## config.mk

```make
export PLATFORM = sky130hd
export DESIGN_NAME = sargantana_icache_refill_writer_flat
export DESIGN_NICKNAME = d
export VERILOG_FILES = /design/src/rtl/sargantana_icache_refill_writer_if.sv /design/src/rtl/sargantana_icache_refill_writer.sv /design/src/flat_wrapper.sv
export SDC_FILE = /design/constraint.sdc
export NUM_CORES = 1
export LEC_CHECK = 0
export ABC_AREA = 0
export BUFFER_PORTS_ARGS = -buffer_cell sky130_fd_sc_hd__buf_4
export CORE_UTILIZATION = 50
export CTS_CLUSTER_DIAMETER = 80
export DETAILED_ROUTE_END_ITERATION = 7
export PLACE_DENSITY = 0.87
export SETUP_SLACK_MARGIN = 0.4
export SLEW_MARGIN = 25
export SYNTH_ARGS = -nofsm -noshare
export SYNTH_HDL_FRONTEND = slang
export SYNTH_SLANG_ARGS = --single-unit
```

## constraint.sdc

```tcl
create_clock -name clk_i -period 5.6 [get_ports clk_i]
set_input_delay 1.12 -clock clk_i [delete_from_list [all_inputs] [get_ports clk_i]]
set_output_delay 1.12 -clock clk_i [all_outputs]
set_load 0.005 [all_outputs]
```

## src/rtl/sargantana_icache_refill_writer_if.sv

```systemverilog
// Refill, flush, lookup and way-array signals of the icache refill writer.
// The slave modport is the writer; the master modport is its environment.
interface sargantana_icache_refill_writer_if #(
    parameter int unsigned SET_WIDHT  = 128,
    parameter int unsigned ADDR_WIDHT = 8,
    parameter int unsigned BEAT_WIDHT = 32,
    parameter int unsigned N_WAYS     = 4,
    parameter int unsigned WAY_IDX_W  = (N_WAYS > 1) ? $clog2(N_WAYS) : 1
);

    logic                  refill_start_i;
    logic [ADDR_WIDHT-1:0] refill_addr_i;
    logic [WAY_IDX_W-1:0]  refill_way_i;
    logic                  flush_i;
    logic                  beat_valid_i;
    logic [BEAT_WIDHT-1:0] beat_data_i;
    logic                  beat_ready_o;
    logic                  lookup_req_i;
    logic [ADDR_WIDHT-1:0] lookup_addr_i;
    logic                  lookup_gnt_o;
    logic [N_WAYS-1:0]     way_req_o;
    logic                  way_we_o;
    logic [ADDR_WIDHT-1:0] way_addr_o;
    logic [SET_WIDHT-1:0]  way_data_o;
    logic                  busy_o;
    logic                  done_o;

    modport slave (
        input  refill_start_i,
        input  refill_addr_i,
        input  refill_way_i,
        input  flush_i,
        input  beat_valid_i,
        input  beat_data_i,
        output beat_ready_o,
        input  lookup_req_i,
        input  lookup_addr_i,
        output lookup_gnt_o,
        output way_req_o,
        output way_we_o,
        output way_addr_o,
        output way_data_o,
        output busy_o,
        output done_o
    );

    modport master (
        output refill_start_i,
        output refill_addr_i,
        output refill_way_i,
        output flush_i,
        output beat_valid_i,
        output beat_data_i,
        input  beat_ready_o,
        output lookup_req_i,
        output lookup_addr_i,
        input  lookup_gnt_o,
        input  way_req_o,
        input  way_we_o,
        input  way_addr_o,
        input  way_data_o,
        input  busy_o,
        input  done_o
    );

endinterface

```

## src/rtl/sargantana_icache_refill_writer.sv

```systemverilog
// Assembles L2 refill beats into one set and writes it to the victim way in a
// single cycle; fetch lookups share the way bus but yield to the refill write.
module sargantana_icache_refill_writer #(
    parameter int unsigned SET_WIDHT  = 128,
    parameter int unsigned ADDR_WIDHT = 8,
    parameter int unsigned BEAT_WIDHT = 32,
    parameter int unsigned N_WAYS     = 4,
    parameter int unsigned WAY_IDX_W  = (N_WAYS > 1) ? $clog2(N_WAYS) : 1
) (
    input logic clk_i,
    input logic rst_i,
    sargantana_icache_refill_writer_if.slave bus
);

    localparam int unsigned BEATS = SET_WIDHT / BEAT_WIDHT;
    localparam int unsigned CNT_W = (BEATS > 1) ? $clog2(BEATS) : 1;

    localparam logic [1:0] StIdle    = 2'd0;
    localparam logic [1:0] StCollect = 2'd1;
    localparam logic [1:0] StWrite   = 2'd2;

    logic [1:0]            state_q, state_d;
    logic [CNT_W-1:0]      cnt_q, cnt_d;
    logic [ADDR_WIDHT-1:0] addr_q, addr_d;
    logic [WAY_IDX_W-1:0]  way_q, way_d;
    logic [SET_WIDHT-1:0]  buffer_q, buffer_d;
    logic                  done_q, done_d;

    logic                  beat_fire;
    logic [N_WAYS-1:0]     way_onehot;

    assign beat_fire  = (state_q == StCollect) && bus.beat_valid_i;
    assign way_onehot = N_WAYS'(1) << way_q;

    always_comb begin
        state_d  = state_q;
        cnt_d    = cnt_q;
        addr_d   = addr_q;
        way_d    = way_q;
        buffer_d = buffer_q;
        done_d   = 1'b0;

        case (state_q)
            StIdle: begin
                // Flush in the same cycle as start drops the start.
                if (bus.refill_start_i && !bus.flush_i) begin
                    addr_d  = bus.refill_addr_i;
                    way_d   = bus.refill_way_i;
                    cnt_d   = '0;
                    state_d = StCollect;
                end
            end
            StCollect: begin
                if (bus.flush_i) begin
                    cnt_d   = '0;
                    state_d = StIdle;
                end else if (beat_fire) begin
                    for (int k = 0; k < int'(BEATS); k++) begin
                        if (cnt_q == CNT_W'(k)) begin
                            buffer_d[k*BEAT_WIDHT +: BEAT_WIDHT] = bus.beat_data_i;
                        end
                    end
                    if (cnt_q == CNT_W'(BEATS - 1)) begin
                        state_d = StWrite;
                    end else begin
                        cnt_d = cnt_q + CNT_W'(1);
                    end
                end
            end
            StWrite: begin
                done_d  = 1'b1;
                state_d = StIdle;
            end
            default: begin
                state_d = StIdle;
            end
        endcase
    end

    always_ff @(posedge clk_i or posedge rst_i) begin
        if (rst_i) begin
            state_q  <= StIdle;
            cnt_q    <= '0;
            addr_q   <= '0;
            way_q    <= '0;
            buffer_q <= '0;
            done_q   <= 1'b0;
        end else begin
            state_q  <= state_d;
            cnt_q    <= cnt_d;
            addr_q   <= addr_d;
            way_q    <= way_d;
            buffer_q <= buffer_d;
            done_q   <= done_d;
        end
    end

    // The refill write owns the way bus; lookups are granted in any other state.
    always_comb begin
        bus.lookup_gnt_o = 1'b0;
        bus.way_req_o    = '0;
        bus.way_we_o     = 1'b0;
        bus.way_addr_o   = bus.lookup_addr_i;
        if (state_q == StWrite) begin
            bus.way_req_o  = way_onehot;
            bus.way_we_o   = 1'b1;
            bus.way_addr_o = addr_q;
        end else if (bus.lookup_req_i) begin
            bus.lookup_gnt_o = 1'b1;
            bus.way_req_o    = '1;
        end
    end

    assign bus.way_data_o   = buffer_q;
    assign bus.beat_ready_o = (state_q == StCollect);
    assign bus.busy_o       = (state_q != StIdle);
    assign bus.done_o       = done_q;

endmodule

```

## src/flat_wrapper.sv

```systemverilog
// flat-port wrapper written by rule: the top's interface ports become plain ports
module sargantana_icache_refill_writer_flat 
#(
    parameter int unsigned SET_WIDHT  = 128,
    parameter int unsigned ADDR_WIDHT = 8,
    parameter int unsigned BEAT_WIDHT = 32,
    parameter int unsigned N_WAYS     = 4,
    parameter int unsigned WAY_IDX_W  = (N_WAYS > 1) ? $clog2(N_WAYS) : 1
)
  (clk_i, rst_i, bus_refill_start_i, bus_refill_addr_i, bus_refill_way_i, bus_flush_i, bus_beat_valid_i, bus_beat_data_i, bus_beat_ready_o, bus_lookup_req_i, bus_lookup_addr_i, bus_lookup_gnt_o, bus_way_req_o, bus_way_we_o, bus_way_addr_o, bus_way_data_o, bus_busy_o, bus_done_o);
  sargantana_icache_refill_writer_if #(.SET_WIDHT(SET_WIDHT), .ADDR_WIDHT(ADDR_WIDHT), .BEAT_WIDHT(BEAT_WIDHT), .N_WAYS(N_WAYS), .WAY_IDX_W(WAY_IDX_W)) bus_i ();
  input logic clk_i;
  input logic rst_i;
  input wire logic [$bits(bus_i.refill_start_i)-1:0] bus_refill_start_i;
  input wire logic [$bits(bus_i.refill_addr_i)-1:0] bus_refill_addr_i;
  input wire logic [$bits(bus_i.refill_way_i)-1:0] bus_refill_way_i;
  input wire logic [$bits(bus_i.flush_i)-1:0] bus_flush_i;
  input wire logic [$bits(bus_i.beat_valid_i)-1:0] bus_beat_valid_i;
  input wire logic [$bits(bus_i.beat_data_i)-1:0] bus_beat_data_i;
  output wire logic [$bits(bus_i.beat_ready_o)-1:0] bus_beat_ready_o;
  input wire logic [$bits(bus_i.lookup_req_i)-1:0] bus_lookup_req_i;
  input wire logic [$bits(bus_i.lookup_addr_i)-1:0] bus_lookup_addr_i;
  output wire logic [$bits(bus_i.lookup_gnt_o)-1:0] bus_lookup_gnt_o;
  output wire logic [$bits(bus_i.way_req_o)-1:0] bus_way_req_o;
  output wire logic [$bits(bus_i.way_we_o)-1:0] bus_way_we_o;
  output wire logic [$bits(bus_i.way_addr_o)-1:0] bus_way_addr_o;
  output wire logic [$bits(bus_i.way_data_o)-1:0] bus_way_data_o;
  output wire logic [$bits(bus_i.busy_o)-1:0] bus_busy_o;
  output wire logic [$bits(bus_i.done_o)-1:0] bus_done_o;
  assign bus_i.refill_start_i = bus_refill_start_i;
  assign bus_i.refill_addr_i = bus_refill_addr_i;
  assign bus_i.refill_way_i = bus_refill_way_i;
  assign bus_i.flush_i = bus_flush_i;
  assign bus_i.beat_valid_i = bus_beat_valid_i;
  assign bus_i.beat_data_i = bus_beat_data_i;
  assign bus_beat_ready_o = bus_i.beat_ready_o;
  assign bus_i.lookup_req_i = bus_lookup_req_i;
  assign bus_i.lookup_addr_i = bus_lookup_addr_i;
  assign bus_lookup_gnt_o = bus_i.lookup_gnt_o;
  assign bus_way_req_o = bus_i.way_req_o;
  assign bus_way_we_o = bus_i.way_we_o;
  assign bus_way_addr_o = bus_i.way_addr_o;
  assign bus_way_data_o = bus_i.way_data_o;
  assign bus_busy_o = bus_i.busy_o;
  assign bus_done_o = bus_i.done_o;
  sargantana_icache_refill_writer #(.SET_WIDHT(SET_WIDHT), .ADDR_WIDHT(ADDR_WIDHT), .BEAT_WIDHT(BEAT_WIDHT), .N_WAYS(N_WAYS), .WAY_IDX_W(WAY_IDX_W)) u_core (.clk_i(clk_i), .rst_i(rst_i), .bus(bus_i));
endmodule
```

# Yosys cells after proc, flatten, opt, wreduce, memory -nomap -nowiden
# Index checks and enable logic that the tools add are counted.
[op_classes]
add_sub_neg = 1
multipliers = 0
div = 0
magnitude_cmp = 0
n_eq_ne = 9
shifts = 1
n_mux = 16
n_bitwise = 1
n_reduce_logical = 14
[op_table]
columns = ["op", "n"]
rows = [
  ["$reduce_and A4 Y1", 5],
  ["$mux W2", 8],
  ["$mux W4", 2],
  ["$mux W8", 1],
  ["$pmux W2 S2", 2],
  ["$eq A2 B2 Y1 const B", 3],
  ["$ne A3 B2 Y1 const B", 2],
  ["$eq A2 B1 Y1 const B", 2],
  ["$logic_not A2 Y1", 2],
  ["$reduce_bool A2 Y1", 2],
  ["$shl A1 B2 Y4 const A", 1],
  ["$mux W1", 3],
  ["$ne A3 B3 Y1 const B", 1],
  ["$reduce_and A3 Y1", 1],
  ["$add A2 B1 Y2 const B", 1],
  ["$logic_and A1 B1 Y1", 2],
  ["$ne A2 B1 Y1 const B", 1],
  ["$reduce_and A2 Y1", 1],
  ["$logic_not A1 Y1", 1],
  ["$not A1 Y1", 1],
]
[word_totals]
regBits = 143
latchBits = 0
ramBits = 0
romBits = 0
inputBits = 56
out_inout_bits = 145
word_cells = 51
n_memories = 0

# Logic depth before layout (Yosys ltp)
[logic_depth]
word_depth = 5
depth_mapped = 5
ltp_nobuf = 4

# Worst setup path after synthesis
# OpenSTA, ideal clock, no wires.
[synth_timing]
path_type = "input-to-output"
startpoint = "input bus_lookup_req_i"
endpoint = "output bus_way_req_o[1]"
t_arrival_ps = 1328
required_ps = 4480
slack_ps = 3152
path_stages = 2
path_buffers = 0
path_cell_list = "nand2_1 o21ai_0"
[synth_between]
elab_chain_len = 2
[synth_lines]
columns = ["item", "line", "text"]
rows = [
  ["start: declaration", "flat_wrapper.sv:21", "input wire logic [$bits(bus_i.lookup_req_i)-1:0] bus_lookup_req_i;"],
  ["$mux W4", "sargantana_icache_refill_writer.sv:108", "end else if (bus.lookup_req_i) begin"],
  ["$mux W4", "sargantana_icache_refill_writer.sv:104", "if (state_q == StWrite) begin"],
  ["end: declaration", "flat_wrapper.sv:24", "output wire logic [$bits(bus_i.way_req_o)-1:0] bus_way_req_o;"],
]
# Every way passes these cells.

# Worst setup path after layout
[layout_timing]
startpoint = "register u_core.state_q[0]"
endpoint = "output bus_way_req_o[1]"
[layout_between]
elab_chain_len = 2
[layout_lines]
columns = ["item", "line", "text"]
rows = [
  ["start: declaration", "sargantana_icache_refill_writer.sv:22", "logic [1:0] state_q, state_d;"],
  ["start signal: assignment", "sargantana_icache_refill_writer.sv:82", "state_q <= StIdle;"],
  ["start signal: assignment", "sargantana_icache_refill_writer.sv:89", "state_q <= state_d;"],
  ["$eq A2 B2 Y1", "sargantana_icache_refill_writer.sv:104", ""],
  ["$mux W4", "sargantana_icache_refill_writer.sv:104", ""],
]
# Every way passes these cells.

==> run metrics <==
cell count of the worst reg-to-reg path 3; die width 108 microns; library cells used by synthesis 26; Fin. Hold Viols 0; post-cts repair resize count 0; largest net degree at the start of global routing 110; PwrDens 443 nW/um^2; Site Rows 38; min Tclk post-route 3.17 ns; Avg Inst Size Synth 15.7 sq um; area of the multi-input gates 1910 sq um; Via density 5.11; vias in the first global route 3819; Detail Route Antenna Nets 0; Setup crit start u_core.state_q[0]; most frequent cells in the layout 201 x buf_4, 143 x dfrtp_1, 102 x mux2_2, 36 x mux2_1, 28 x nand2_1; via count 3654; critical path's top delay family buffers and inverters; static leakage 4.17 nW; synthesized instance count 359; TNS Setup 0 ns; die area 11700 sq um; Setup WS post-layout 2.43 ns; Syn-to-layout area delta 37.5%; DP Worst Slack 2.86 ns; Max-Slew Margin vs Limit 50.1%; worst hold path class register to register; CTS tree yes; clock buffer count from CTS 17; count of cells along the worst hold path 1; Max Slew Vio Count 0; end of the critical path bus_way_req_o[1]; Bufs and invs on worst path 2; GRT Total Usage 22.0%; routed wire length 12.3 mm; GRT met2 Usage 37.5%; Cell Area, Placed 7200 sq um; Synth Cell Area 5650 sq um; grt peak-use layer met2; final worst-path cycle share 56.6%; syn_nets 419; Worst VDD drop 0.249 mV; synth warn 0; first-pass GRT wire length 19.3 mm; FF+latch area 3580 sq um; r2r startpoint u_core.state_q[1]; Ports 201; Synth Flop Type dfrtp_1; status finished, final reports clean; Ant. Diodes 0; CP peak stage delay 0.45 ns; maximum root-to-sink buffer count 2; Clock Skew 0.00509 ns; Final nets 624; # fillers 757; worst reg2reg setup slack 3.77 ns; grt total ovfl 0; worst slew pin tran 0.745 ns; Arr. time, crit path 2.05 ns; postcts setup bufs 0; met3 usage 5.79%; DRC Markers 0; starting DRC count in detailed routing 128; final core utilization 71.1%; core region area 10900 sq um; Final Non-Filler Cells 715; Slowest-stage cell, CP dfrtp_1; first drt pass iteration count 4; routability congestion estimate 0.748; EDFF count, synth 0; Clk Latency, worst-skew pair 0.40 ns; endpoint type of the worst setup path output pin; layout cells sized above 1 58.6%; final instance area 7770 sq um; Max Fanout on Critical Path 13; critical path depth 5; WP data required 4.48 ns; clk slew on worst S/H paths 0.05 ns; max cap viols 0; met1 usage 26.4%; H-tree depth 4; IO Port Bufs 200; final setup fails 0; initial antenna violation count 0; routed len/inst 17.2 microns; crit-path cells nand2b_1, inv_1, nand2_1, o21ai_0, buf_4; Yosys reg bits 143; Worst Path Class, Setup register to output pin; detailed placement HPWL 8.42 mm; crit path launch type register; clock sink total 143; commonest non-fill, non-tap cell in the layout buf_4; Seq/Total Area, Yosys 63.3%; Initial Util 51.7%; Clock Tree Root clkbuf_16; Hold Buf Count CTS 0; RSZ-0062 raised after global routing false; FF-to-FF End u_core.bus.way_data_o[96]; Die H 108 microns; Max Fclk 316 MHz; Async SR Flop Fraction 100%; Placed Cells 685
synthesized netlist by cell type (2+ instances only):
library cell,number,share of area (%)
nor2_1,2,0.13
mux2_2,102,20
ha_1,4,0.89
nand2_4,4,0.80
mux2_1,36,7.2
o21ai_0,3,0.27
nand2_1,28,1.9
dfrtp_1,143,63
inv_1,6,0.40
clkbuf_1,2,0.13
nor2b_1,3,0.33
buf_6,12,2.4
cell families after synthesis:
family          after synthesis  synth area share [%]
flops                       143                  63.3
mux                         138                  27.5
simple gates                 45                  4.36
buf+inv                      21                  3.01
compound gates                8                 0.952
fa+ha+maj                     4                 0.885
power by group:
group          switching, W  leakage, nW  internal [W]
logic              0.000288         2.03      0.000574
clock network      0.000386        0.283      0.000703
registers          0.000165         1.86       0.00133
stage by stage:
step / hold slack (ns) / total power, W
floorplan: 0.481 / 0.00181
global placement: 0.475 / 0.00233
detailed placement: 0.483 / 0.00238
CTS: 0.495 / 0.00348
global route: 0.513 / 0.00362
finish: 0.488 / 0.00345
registers in the layout, indices dropped and copies added (netlist names):
register               flops
u_core.cnt_q               2
u_core.state_q             2
u_core.addr_q              8
u_core.way_q               2
u_core.bus.way_data_o    128
u_core.bus.done_o          1
worst register-to-register path: cells and delay by family, from the launching register on:
kind,cells,cell delay [ns]
simple gates,2,0.81
mux,1,0.45
flops,1,0.46
metal layers:
| layer | share of wire [%] | wire, microns | up-vias |
|---|---|---|---|
| met3 | 5.6 | 692 | 13 |
| met4 | 1.1 | 132 | 0 |
| met5 | 0 | 0 | - |
| met1 | 41 | 5000 | 1859 |
| li1 | - | - | 1660 |
| met2 | 53 | 6500 | 122 |
area by class of cell:
type	count	share of cell area, %
Clock buffer	22	5.84
Clock inverter	8	1.48
Inverter	6	0.386
Multi-Input combinational cell	195	24.6
Sequential cell	143	46.0
Tap cell	140	2.25
Timing Repair Buffer	201	19.4
worst min-delay path by stage:
stage               slack [ns]                          to                        from
finish                    0.49  u_core.bus.way_data_o[107]  u_core.bus.way_data_o[107]
global route              0.51   u_core.bus.way_data_o[86]   u_core.bus.way_data_o[86]
CTS                       0.50  u_core.bus.way_data_o[107]  u_core.bus.way_data_o[107]
detailed placement        0.48  u_core.bus.way_data_o[107]  u_core.bus.way_data_o[107]
global placement          0.47  u_core.bus.way_data_o[109]  u_core.bus.way_data_o[109]
floorplan                 0.48            u_core.addr_q[0]            u_core.addr_q[0]
(Power assumes the default switching activity.)
